**src/rtl/cla_pkg.sv**
```systemverilog
// Shared types for the 4-bit carry-lookahead adder slice.
// Result bundle is ordered {cout, sum, grp_g, grp_p} so a cascade parent can slice it directly.
package cla_pkg;

    localparam int CLA_W = 4;

    typedef struct packed {
        logic             cout;
        logic [CLA_W-1:0] sum;
        logic             grp_g;
        logic             grp_p;
    } cla_result_t;

    localparam cla_result_t CLA_RESULT_ZERO = '0;

endpackage

```
**src/rtl/cla4_core.sv**
```systemverilog
// Combinational 4-bit carry-lookahead core: sum, carry-out, group generate/propagate.
// Zero latency, no flow control; every carry is a flat sum-of-products of g/p/cin.
module cla4_core
    import cla_pkg::*;
(
    input  logic [CLA_W-1:0] a,
    input  logic [CLA_W-1:0] b,
    input  logic             cin,
    output cla_result_t      res
);

    logic [CLA_W-1:0] g;
    logic [CLA_W-1:0] p;
    logic [CLA_W:0]   c;
    logic             grp_g;
    logic             grp_p;

    assign g = a & b;
    assign p = a ^ b;

    // Each carry is expanded fully so no c[i] waits on c[i-1].
    assign c[0] = cin;
    assign c[1] = g[0]
                | (p[0] & cin);
    assign c[2] = g[1]
                | (p[1] & g[0])
                | (p[1] & p[0] & cin);
    assign c[3] = g[2]
                | (p[2] & g[1])
                | (p[2] & p[1] & g[0])
                | (p[2] & p[1] & p[0] & cin);
    assign c[4] = g[3]
                | (p[3] & g[2])
                | (p[3] & p[2] & g[1])
                | (p[3] & p[2] & p[1] & g[0])
                | (p[3] & p[2] & p[1] & p[0] & cin);

    assign grp_g = g[3]
                 | (p[3] & g[2])
                 | (p[3] & p[2] & g[1])
                 | (p[3] & p[2] & p[1] & g[0]);
    assign grp_p = &p;

    always_comb begin
        res       = CLA_RESULT_ZERO;
        res.sum   = p ^ c[CLA_W-1:0];
        res.cout  = c[4];
        res.grp_g = grp_g;
        res.grp_p = grp_p;
    end

endmodule

```
**src/rtl/four_bit_cla_lowprompt.sv**
```systemverilog
// Registered 4-bit carry-lookahead adder with exported group G/P for cascading.
// One-cycle latency from in_valid to out_valid; no backpressure, result holds while idle.
module four_bit_cla_lowprompt
    import cla_pkg::*;
(
    input  logic             clk,
    input  logic             rst_n,
    input  logic             in_valid,
    input  logic [CLA_W-1:0] a,
    input  logic [CLA_W-1:0] b,
    input  logic             cin,
    output logic             out_valid,
    output logic [CLA_W-1:0] sum,
    output logic             cout,
    output logic             grp_g,
    output logic             grp_p
);

    cla_result_t res_comb;
    cla_result_t res_q;
    logic        vld_q;

    cla4_core u_core (
        .a   (a),
        .b   (b),
        .cin (cin),
        .res (res_comb)
    );

    // Result only loads on valid input, so X on a/b/cin while idle never reaches the flops.
    always_ff @(posedge clk or negedge rst_n) begin
        if (!rst_n) begin
            res_q <= CLA_RESULT_ZERO;
            vld_q <= 1'b0;
        end else begin
            vld_q <= in_valid;
            if (in_valid) begin
                res_q <= res_comb;
            end
        end
    end

    assign out_valid = vld_q;
    assign sum       = res_q.sum;
    assign cout      = res_q.cout;
    assign grp_g     = res_q.grp_g;
    assign grp_p     = res_q.grp_p;

endmodule

```
**config.mk**
```make
export PLATFORM = sky130hd
export DESIGN_NAME = four_bit_cla_lowprompt
export DESIGN_NICKNAME = d
export VERILOG_FILES = /design/src/rtl/cla_pkg.sv /design/src/rtl/cla4_core.sv /design/src/rtl/four_bit_cla_lowprompt.sv
export SDC_FILE = /design/constraint.sdc
export NUM_CORES = 1
export LEC_CHECK = 0
export CAP_MARGIN = 10
export CELL_PAD_IN_SITES_DETAIL_PLACEMENT = 1
export CELL_PAD_IN_SITES_GLOBAL_PLACEMENT = 2
export CORE_MARGIN = 10
export CORE_UTILIZATION = 25
export DETAILED_ROUTE_END_ITERATION = 16
export GPL_TIMING_DRIVEN = 0
export PLACE_DENSITY = 0.78
export SYNTH_ARGS = -nofsm -noshare
export SYNTH_HDL_FRONTEND = slang
export SYNTH_SLANG_ARGS = --single-unit
```
**constraint.sdc**
```tcl
create_clock -name clk -period 1.18 [get_ports clk]
set_input_delay 0.354 -clock clk [delete_from_list [all_inputs] [get_ports clk]]
set_output_delay 0.354 -clock clk [all_outputs]
set_load 0.01 [all_outputs]
```
======== After elaboration in Yosys (flattened, before gate mapping) ========
Cells that the tools add are included.
storage, ports and cells
  register bits after elaboration ......... 8
  bits in latches ......................... 0
  memory bits (writable) .................. 0
  memory bits (read-only) ................. 0
  input bits .............................. 12
  output and inout bits ................... 8
  word-level logic and storage cells ...... 35
  memories kept ........................... 0
cells by class
  add/subtract/negate cells ............... 0
  multiply operators ...................... 0
  divide/modulo/power cells ............... 0
  $lt $le $gt $ge ......................... 0
  equal/unequal tests ..................... 0
  shift operators ......................... 0
  muxes and demuxes ....................... 0
  bitwise logic cells ..................... 29
  reductions and logical operators ........ 1
operator list
  cell                 number
  1-bit AND            16
  1-bit OR             10
  4-bit XOR            2
  4-bit AND            1
  4-bit AND reduction  1

======== Depth between registers and ports, before layout ========
Gate-level depths: netlist (run 1).
  word-level depth ........................ 6
  gate-level depth with buffers ........... 4
  depth with buffers taken out ............ 4

======== By module ========
Synthesis (run 1) repeated with hierarchy kept, for this count alone.
second synthesis, totals
  cell total of the unflattened synthesis .. 41
  area, all modules ....................... 525.5 sq um
modules (own cells, without submodules)
  module                  instances  cells each  area each (sq um)  seq. area each (sq um)
  four_bit_cla_lowprompt  1          16          316.6              200.2
  cla4_core               1          25          209.0              0.0

======== Worst setup path before layout (run 1) ========
No wires, ideal clock.
  kind .................................... input to register
  from .................................... in a[1]
  to ...................................... reg res_q, in the netlist sum[2]
  setup time .............................. 71 ps
  arrival ................................. 1334 ps
  required time ........................... 1109 ps
  path slack .............................. -225 ps
  cell stages on the path ................. 4
  path buffers ............................ 0
  path through ............................ ha_1 -> inv_1 -> or4_1 -> nand4_1
on the way
  longest elaborated chain between the ends .. 5
  elaborated cells between the ends (all ways) .. 8
  those cells by class .................... 8 x bitwise
RTL lines
  item                                   RTL line                          RTL
  from (decl)                            four_bit_cla_lowprompt.sv:9       input logic [CLA_W-1:0] a,
  4-bit XOR                              cla4_core.sv:19                   assign p = a ^ b;
  1-bit AND, on equally long branches    cla4_core.sv:26, cla4_core.sv:27
  1-bit OR or 1-bit AND (tied branches)  cla4_core.sv:26, cla4_core.sv:27
  1-bit OR (*)                           cla4_core.sv:27                   | (p[1] & p[0] & cin);
  4-bit XOR (*)                          cla4_core.sv:46                   res.sum = p ^ c[CLA_W-1:0];
  to (signal assigned)                   four_bit_cla_lowprompt.sv:38      res_q <= res_comb;
  to (decl)                              four_bit_cla_lowprompt.sv:20      cla_result_t res_q;
Mark *: on every way between the ends. The rest lies on a longest branch, timed or not.
A chain may end at the register's enable or synchronous reset.

======== Final worst setup path (run 1) ========
Ends and elaborated chain as after synthesis.

==> reports/metrics.cfg, run 1 <==
[place]
post-dp-hpwl_mm = 1.07
gp_congestion = 0.630
placed_cells = 88
portBuffers = 19

[cts]
clk_path_buf_depth = 2
insertion_delay_ns = 0.25
cts_tree = yes
htreeDepth = 1
cts_sinks = 8
cts-root-buf = clkbuf_4
clk_pin_slew_ns = 0.05
cts-buffers-inserted = 3
hold_buffers = 0

[synth]
netlist_instances = 44
yosysWarnings = 0
synth_nets = 62
synth-seq-area-share = 0.432
synth_area_per_cell_um2 = 10.5
synth_seq_cells = 8
ys_types = 21
syn-cell-area_um2 = 463

[worst_setup_path]
r2r_start = sum[1]$_DFFE_PN0P_
max_stage_delay_ns = 0.51
timing_worst_setup_path_type = in2reg
reg2reg_to = sum[1]$_DFFE_PN0P_
crit_slowest_cell = or4_4
cp.arrival_ns = 1.37
r2r_slack_ns = 0.43
path_max_fanout = 4
worstRegToRegCells = 1
end_kind = flop
cp_cell_sequence = buf_6 > ha_4 > inv_2 > or4_4 > nand4_1
cp.required_ns = 1.35
crit_path_start_kind = primary input

[drt]
viasPerCell = 4.54
dr.pass1.iters = 4
wire_per_inst_um = 14.8
wl_mm = 1.41
postRouteAntennaNets = 0
drt_iter0_drc = 3
drc = 0
dr_total_vias = 431

[final_layout]
areaGrowthSynthToFinish_pct = 61.6
layout.nets = 90
drive_gt1_frac = 0.543
layout_commonest_cell = buf_2
diodes = 0
final_cell_mix = buf_2 (12), dfrtp_1 (8), inv_2 (4), clkbuf_4 (4), buf_4 (4)
fin_cells = 95

[grt]
grt_usage = 0.0708
grt-ovfl-total = 0
grt_pass1_vias = 494
antenna_found_initial = 0
grt_pass1_wl_mm = 2.26
grt_start_max_net_pins = 9

[sta]
rsz0062_at_grt = true
fin_worst_skew_ns = 0
whs_ns = 0.379
setup_ws_ns = -0.0120
finalCritPeriodShare = 1.01
setup_viol = 1
tightest_slew_ns = 0.350
slew_viol_final = 0
fin_crit_ns = 1.19
fmax_mhz = 839
max_slew_margin = 0.766
hold_viol = 0

[floorplanning]
core_area_um2 = 1750
initial_core_util = 0.265
die_h_um = 63.0
ios = 20
die_w_um = 63.0
rows = 15
die-area_um2 = 3970

[power]
leakage_nw = 0.343
power_density_nw_per_um2 = 1080
vdd_drop_max_uv = 738

[run_status]
status = finished, violations left
violations = negative setup slack

[flow_run]
cap_violations = 0

[worst_hold_path]
hold_path.class = in2async

kinds of logic (layout without fill, tap and decap cells):
family                   Yosys count  count (layout)  share of synthesized area
flip-flops                         8               8                      0.432
AO/OA/AOI/OAI                     10              10                      0.149
multiplexers                       1               1                     0.0243
buffers and inverters              7              33                     0.0567
adder cells (fa/ha/maj)            6               6                      0.178
AND/OR/NAND/NOR                   11              11                      0.141
XOR/XNOR                           1               1                     0.0189
per-stage QoR:
step / cell area [µm²] / utilization / setup TNS (ns) / total power [mW] / setup slack, ns
after global routing: 748 / 0.429 / -0.0461 / 0.869 / -0.0353
after detailed placement: 727 / 0.416 / -4.31 / 0.624 / -0.725
after global placement: 727 / 0.416 / -4.10 / 0.616 / -0.708
after floorplan: 505 / - / -0.144 / 0.464 / -0.0999
final: 748 / 0.429 / -0.0120 / 0.804 / -0.0120
after CTS: 738 / 0.423 / -0.0162 / 0.810 / -0.0162
worst max path at each step:
stage	startpoint	slack, ns	cells past startpoint	to
2_1_floorplan	a[1]	-0.1	4	sum[2]$_DFFE_PN0P_
3_3_place_gp	cin	-0.71	5	sum[1]$_DFFE_PN0P_
3_5_place_dp	cin	-0.72	5	sum[1]$_DFFE_PN0P_
4_1_cts	b[1]	-0.02	5	sum[2]$_DFFE_PN0P_
5_1_grt	a[1]	-0.04	5	sum[2]$_DFFE_PN0P_
6_report	a[1]	-0.01	5	sum[2]$_DFFE_PN0P_
power by group:
| part | switching, mW | total (mW) | internal, mW |
|---|---|---|---|
| Sequential | 0.0165 | 0.329 | 0.312 |
| Clock | 0.0844 | 0.200 | 0.116 |
| Combinational | 0.135 | 0.276 | 0.141 |
critical path, delay by kind of cell:
kind	cells	cell delay (ns)
adders and majority gates	1	0.28
buffers and inverters	2	0.13
and+or+nand+nor	2	0.60
registers in the layout, indices dropped and copies added, names as in the netlist:
signal / count
sum: 4
grp_g: 1
out_valid: 1
cout: 1
grp_p: 1
cell usage after synthesis, drive strengths merged:
| library cell | count | area, µm² |
|---|---|---|
| or3 | 1 | 6.26 |
| or4 | 1 | 7.51 |
| nand3 | 1 | 5.00 |
| o22a | 2 | 17.5 |
| o2111ai | 1 | 8.76 |
| xnor2 | 1 | 8.76 |
| ha | 5 | 62.6 |
| o2bb2ai | 1 | 8.76 |
| a31oi | 1 | 6.26 |
| nand4 | 3 | 18.8 |
| o31ai | 1 | 7.51 |
| or2b | 1 | 7.51 |
| fa | 1 | 20.0 |
| nand2 | 3 | 11.3 |
| o21ai | 1 | 5.00 |
| a21oi | 3 | 15.0 |
| and4 | 1 | 8.76 |
| inv | 7 | 26.3 |
| dfrtp | 8 | 200 |
| mux2 | 1 | 11.3 |
routing by layer:
metal | GRT usage | up-vias | share of wire
met5 | 0 | - | 0
met1 | 0.0775 | 206 | 0.41
met4 | 0.0168 | 0 | 0.0078
met2 | 0.121 | 10 | 0.54
met3 | 0.0323 | 2 | 0.040
li1 | - | 213 | -
layout make-up:
| class | instances | area [µm²] |
|---|---|---|
| fillers | 203 | 997 |
| multi-input cells | 29 | 302 |
| flip-flops and latches | 8 | 200 |
| repair buffers | 23 | 159 |
| inverters | 7 | 33.8 |
| well taps | 25 | 31.3 |
| clock buffers | 3 | 22.5 |
timing repair:
action | in CTS | in global routing
pin swaps | 8 | 3
setup endpoints to repair | 15 | 2
buffers inserted | 4 | 0
gates resized for setup | 71 | 3
hold endpoints to repair | 0 | 0
No activity file was read; power rests on OpenSTA's default activity.
==> inputs of run 2 (changes only) <==
--- a/config.mk
+++ b/config.mk
@@ -8,6 +8,7 @@
 export CAP_MARGIN = 10
 export CELL_PAD_IN_SITES_DETAIL_PLACEMENT = 1
 export CELL_PAD_IN_SITES_GLOBAL_PLACEMENT = 2
+export CORE_ASPECT_RATIO = 1.2
 export CORE_MARGIN = 10
 export CORE_UTILIZATION = 25
 export DETAILED_ROUTE_END_ITERATION = 16
==> reports/metrics.cfg, run 2 (synthesized netlist as in run 1, its figures left out) <==
[sta]
finalCritPeriodShare = 0.995  ; was 1.01
slew_viol_final = 0  ; unchanged
fmax_mhz = 852  ; was 839 MHz
rsz0062_at_grt = true  ; unchanged
fin_crit_ns = 1.17  ; was 1.19 ns
fin_worst_skew_ns = 0  ; unchanged
max_slew_margin = 0.752  ; was 0.766
setup_viol = 0  ; was 1
whs_ns = 0.382  ; was 0.379 ns
hold_viol = 0  ; unchanged
tightest_slew_ns = 0.370  ; was 0.350 ns

[final_layout]
areaGrowthSynthToFinish_pct = 61.1  ; was 61.6%
layout_commonest_cell = buf_2  ; unchanged
final_core_util = 0.412  ; was 0.429
final_cell_mix = buf_2 (9), dfrtp_1 (8), buf_4 (5)  ; was buf_2 (12), dfrtp_1 (8), inv_2 (4), clkbuf_4 (4), buf_4 (4)
diodes = 0  ; unchanged
num-fill-cells = 198  ; was 203
largest_reg_flops = 4  ; unchanged
layout.nets = 89  ; was 90
drive_gt1_frac = 0.493  ; was 0.543
regArea_um2 = 200  ; unchanged
multi_input_area_um2 = 297  ; was 302 µm²

[worst_setup_path]
reg2reg_to = sum[1]$_DFFE_PN0P_  ; unchanged
max_stage_delay_ns = 0.49  ; was 0.51 ns
cp.arrival_ns = 1.35  ; was 1.37 ns
timing_worst_setup_path_type = in2reg  ; unchanged
r2r_start = sum[1]$_DFFE_PN0P_  ; unchanged
crit_slowest_cell = or4_1  ; was or4_4
cp.required_ns = 1.36  ; was 1.35 ns
path_max_fanout = 4  ; unchanged
cp_cell_sequence = buf_6 > ha_4 > inv_2 > or4_1 > nand4_1  ; was buf_6 > ha_4 > inv_2 > or4_4 > nand4_1
cp_top_family = simple AND/OR/NAND/NOR gates  ; unchanged
r2r_slack_ns = 0.43  ; about the same
worstRegToRegCells = 1  ; unchanged
crit_buf_inv = 2  ; unchanged
end_kind = flop  ; unchanged
cp_num_cells = 5  ; unchanged
crit_path_start_kind = primary input  ; unchanged

[drt]
drt-met1-wl_um = 477  ; was 580 µm
drt_iter0_drc = 4  ; was 3
met2_length_um = 736  ; was 757 µm
met3WireLength_um = 83  ; was 56 µm
postRouteAntennaNets = 0  ; unchanged
wire_per_inst_um = 15.1  ; was 14.8 µm
wl_mm = 1.33  ; was 1.41 mm
viasPerCell = 4.93  ; was 4.54
drc = 0  ; unchanged
dr.pass1.iters = 2  ; was 4
dr_total_vias = 434  ; was 431
top_layer_used = met4  ; unchanged

[floorplanning]
die_w_um = 59.3  ; was 63.0 µm
rows = 17  ; was 15
core_area_um2 = 1810  ; was 1750 µm²
die-area_um2 = 3980  ; was 3970 µm²
die_h_um = 67.1  ; was 63.0 µm
initial_core_util = 0.256  ; was 0.265
ios = 20  ; unchanged

[cts]
insertion_delay_ns = 0.24  ; was 0.25 ns
clk_pin_slew_ns = 0.06  ; was 0.05 ns
htreeDepth = 1  ; unchanged
cts_tree = yes  ; unchanged
cts_sinks = 8  ; unchanged
cts-buffers-inserted = 3  ; unchanged
hold_buffers = 0  ; unchanged
cts-root-buf = clkbuf_4  ; unchanged
clk_path_buf_depth = 2  ; unchanged

[grt]
grt_usage = 0.0733  ; was 0.0708
grt_pass1_wl_mm = 2.27  ; was 2.26 mm
grt_pass1_vias = 485  ; was 494
grt_start_max_net_pins = 9  ; unchanged
grt-ovfl-total = 0  ; unchanged
antenna_found_initial = 0  ; unchanged

[power]
vdd_drop_max_uv = 492  ; was 738 µV
power_mw = 0.810  ; was 0.804 mW
power_density_nw_per_um2 = 1090  ; was 1080 nW/µm²
leakage_nw = 0.340  ; was 0.343 nW

[flow_run]
cap_violations = 0  ; unchanged

[place]
portBuffers = 19  ; unchanged
post-dp-hpwl_mm = 1.03  ; was 1.07 mm
gp_congestion = 0.721  ; was 0.630

[run_status]
status = complete, no violations  ; was finished, violations left

[worst_hold_path]
hold_path.class = in2async  ; unchanged

==> run 2: cell types whose count changed in the layout (fill, tap and decap cells not counted), sizes merged <==
cell and change:
dlygate4sd2 -2, clkdlybuf4s15 +2, clkbuf -1
==> run 2: layout make-up <==
type / instances / share of cell area
tap: 19 / 0.0319
clock buffer: 3 / 0.0302
multi-input combinational: 29 / 0.398
timing repair buffer: 22 / 0.227
sequential: 8 / 0.268
inverter: 7 / 0.0453
==> run 2: power by group <==
part	leakage [nW]	total, mW	switching (mW)	internal [mW]
logic	0.230	0.270	0.129	0.141
clock network	0.0138	0.210	0.0935	0.116
registers	0.0964	0.329	0.0177	0.312
==> run 2: timing repair <==
action | CTS | global route
resized for setup | 72 | 5
endpoints found under the setup margin | 15 | 2
setup buffers | 1 | 2
pin swaps | 7 | 3
==> run 2: worst max-delay path by stage <==
| stage | startpoint | to | slack [ns] |
|---|---|---|---|
| 6_report | a[1] | sum[2]$_DFFE_PN0P_ | 0.006 |
| 5_1_grt | a[1] | sum[2]$_DFFE_PN0P_ | -0.02 |
| 4_1_cts | b[1] | sum[2]$_DFFE_PN0P_ | -0.0008 |
| 3_5_place_dp | cin | sum[1]$_DFFE_PN0P_ | -0.72 |
| 3_3_place_gp | cin | sum[1]$_DFFE_PN0P_ | -0.72 |
| 2_1_floorplan | a[1] | sum[2]$_DFFE_PN0P_ | -0.1 |
==> run 2: metrics by stage <==
step           worst slack (ns)  std cells  cell area [µm²]    TNS, ns
5_1_grt                 -0.0217         88              746    -0.0217
6_report                0.00615         88              746          0
4_1_cts               -0.000798         86              713  -0.000798
3_5_place_dp             -0.724         82              719      -4.28
3_3_place_gp             -0.721         82              719      -4.11
2_1_floorplan           -0.0999         44              505     -0.144
==> run 2: routing by layer <==
metal / up-vias / track usage
li1: 210 / -
met1: 211 / 0.0773
met2: 11 / 0.122
met3: 2 / 0.0263
met4: 0 / 0.0431
met5: - / 0
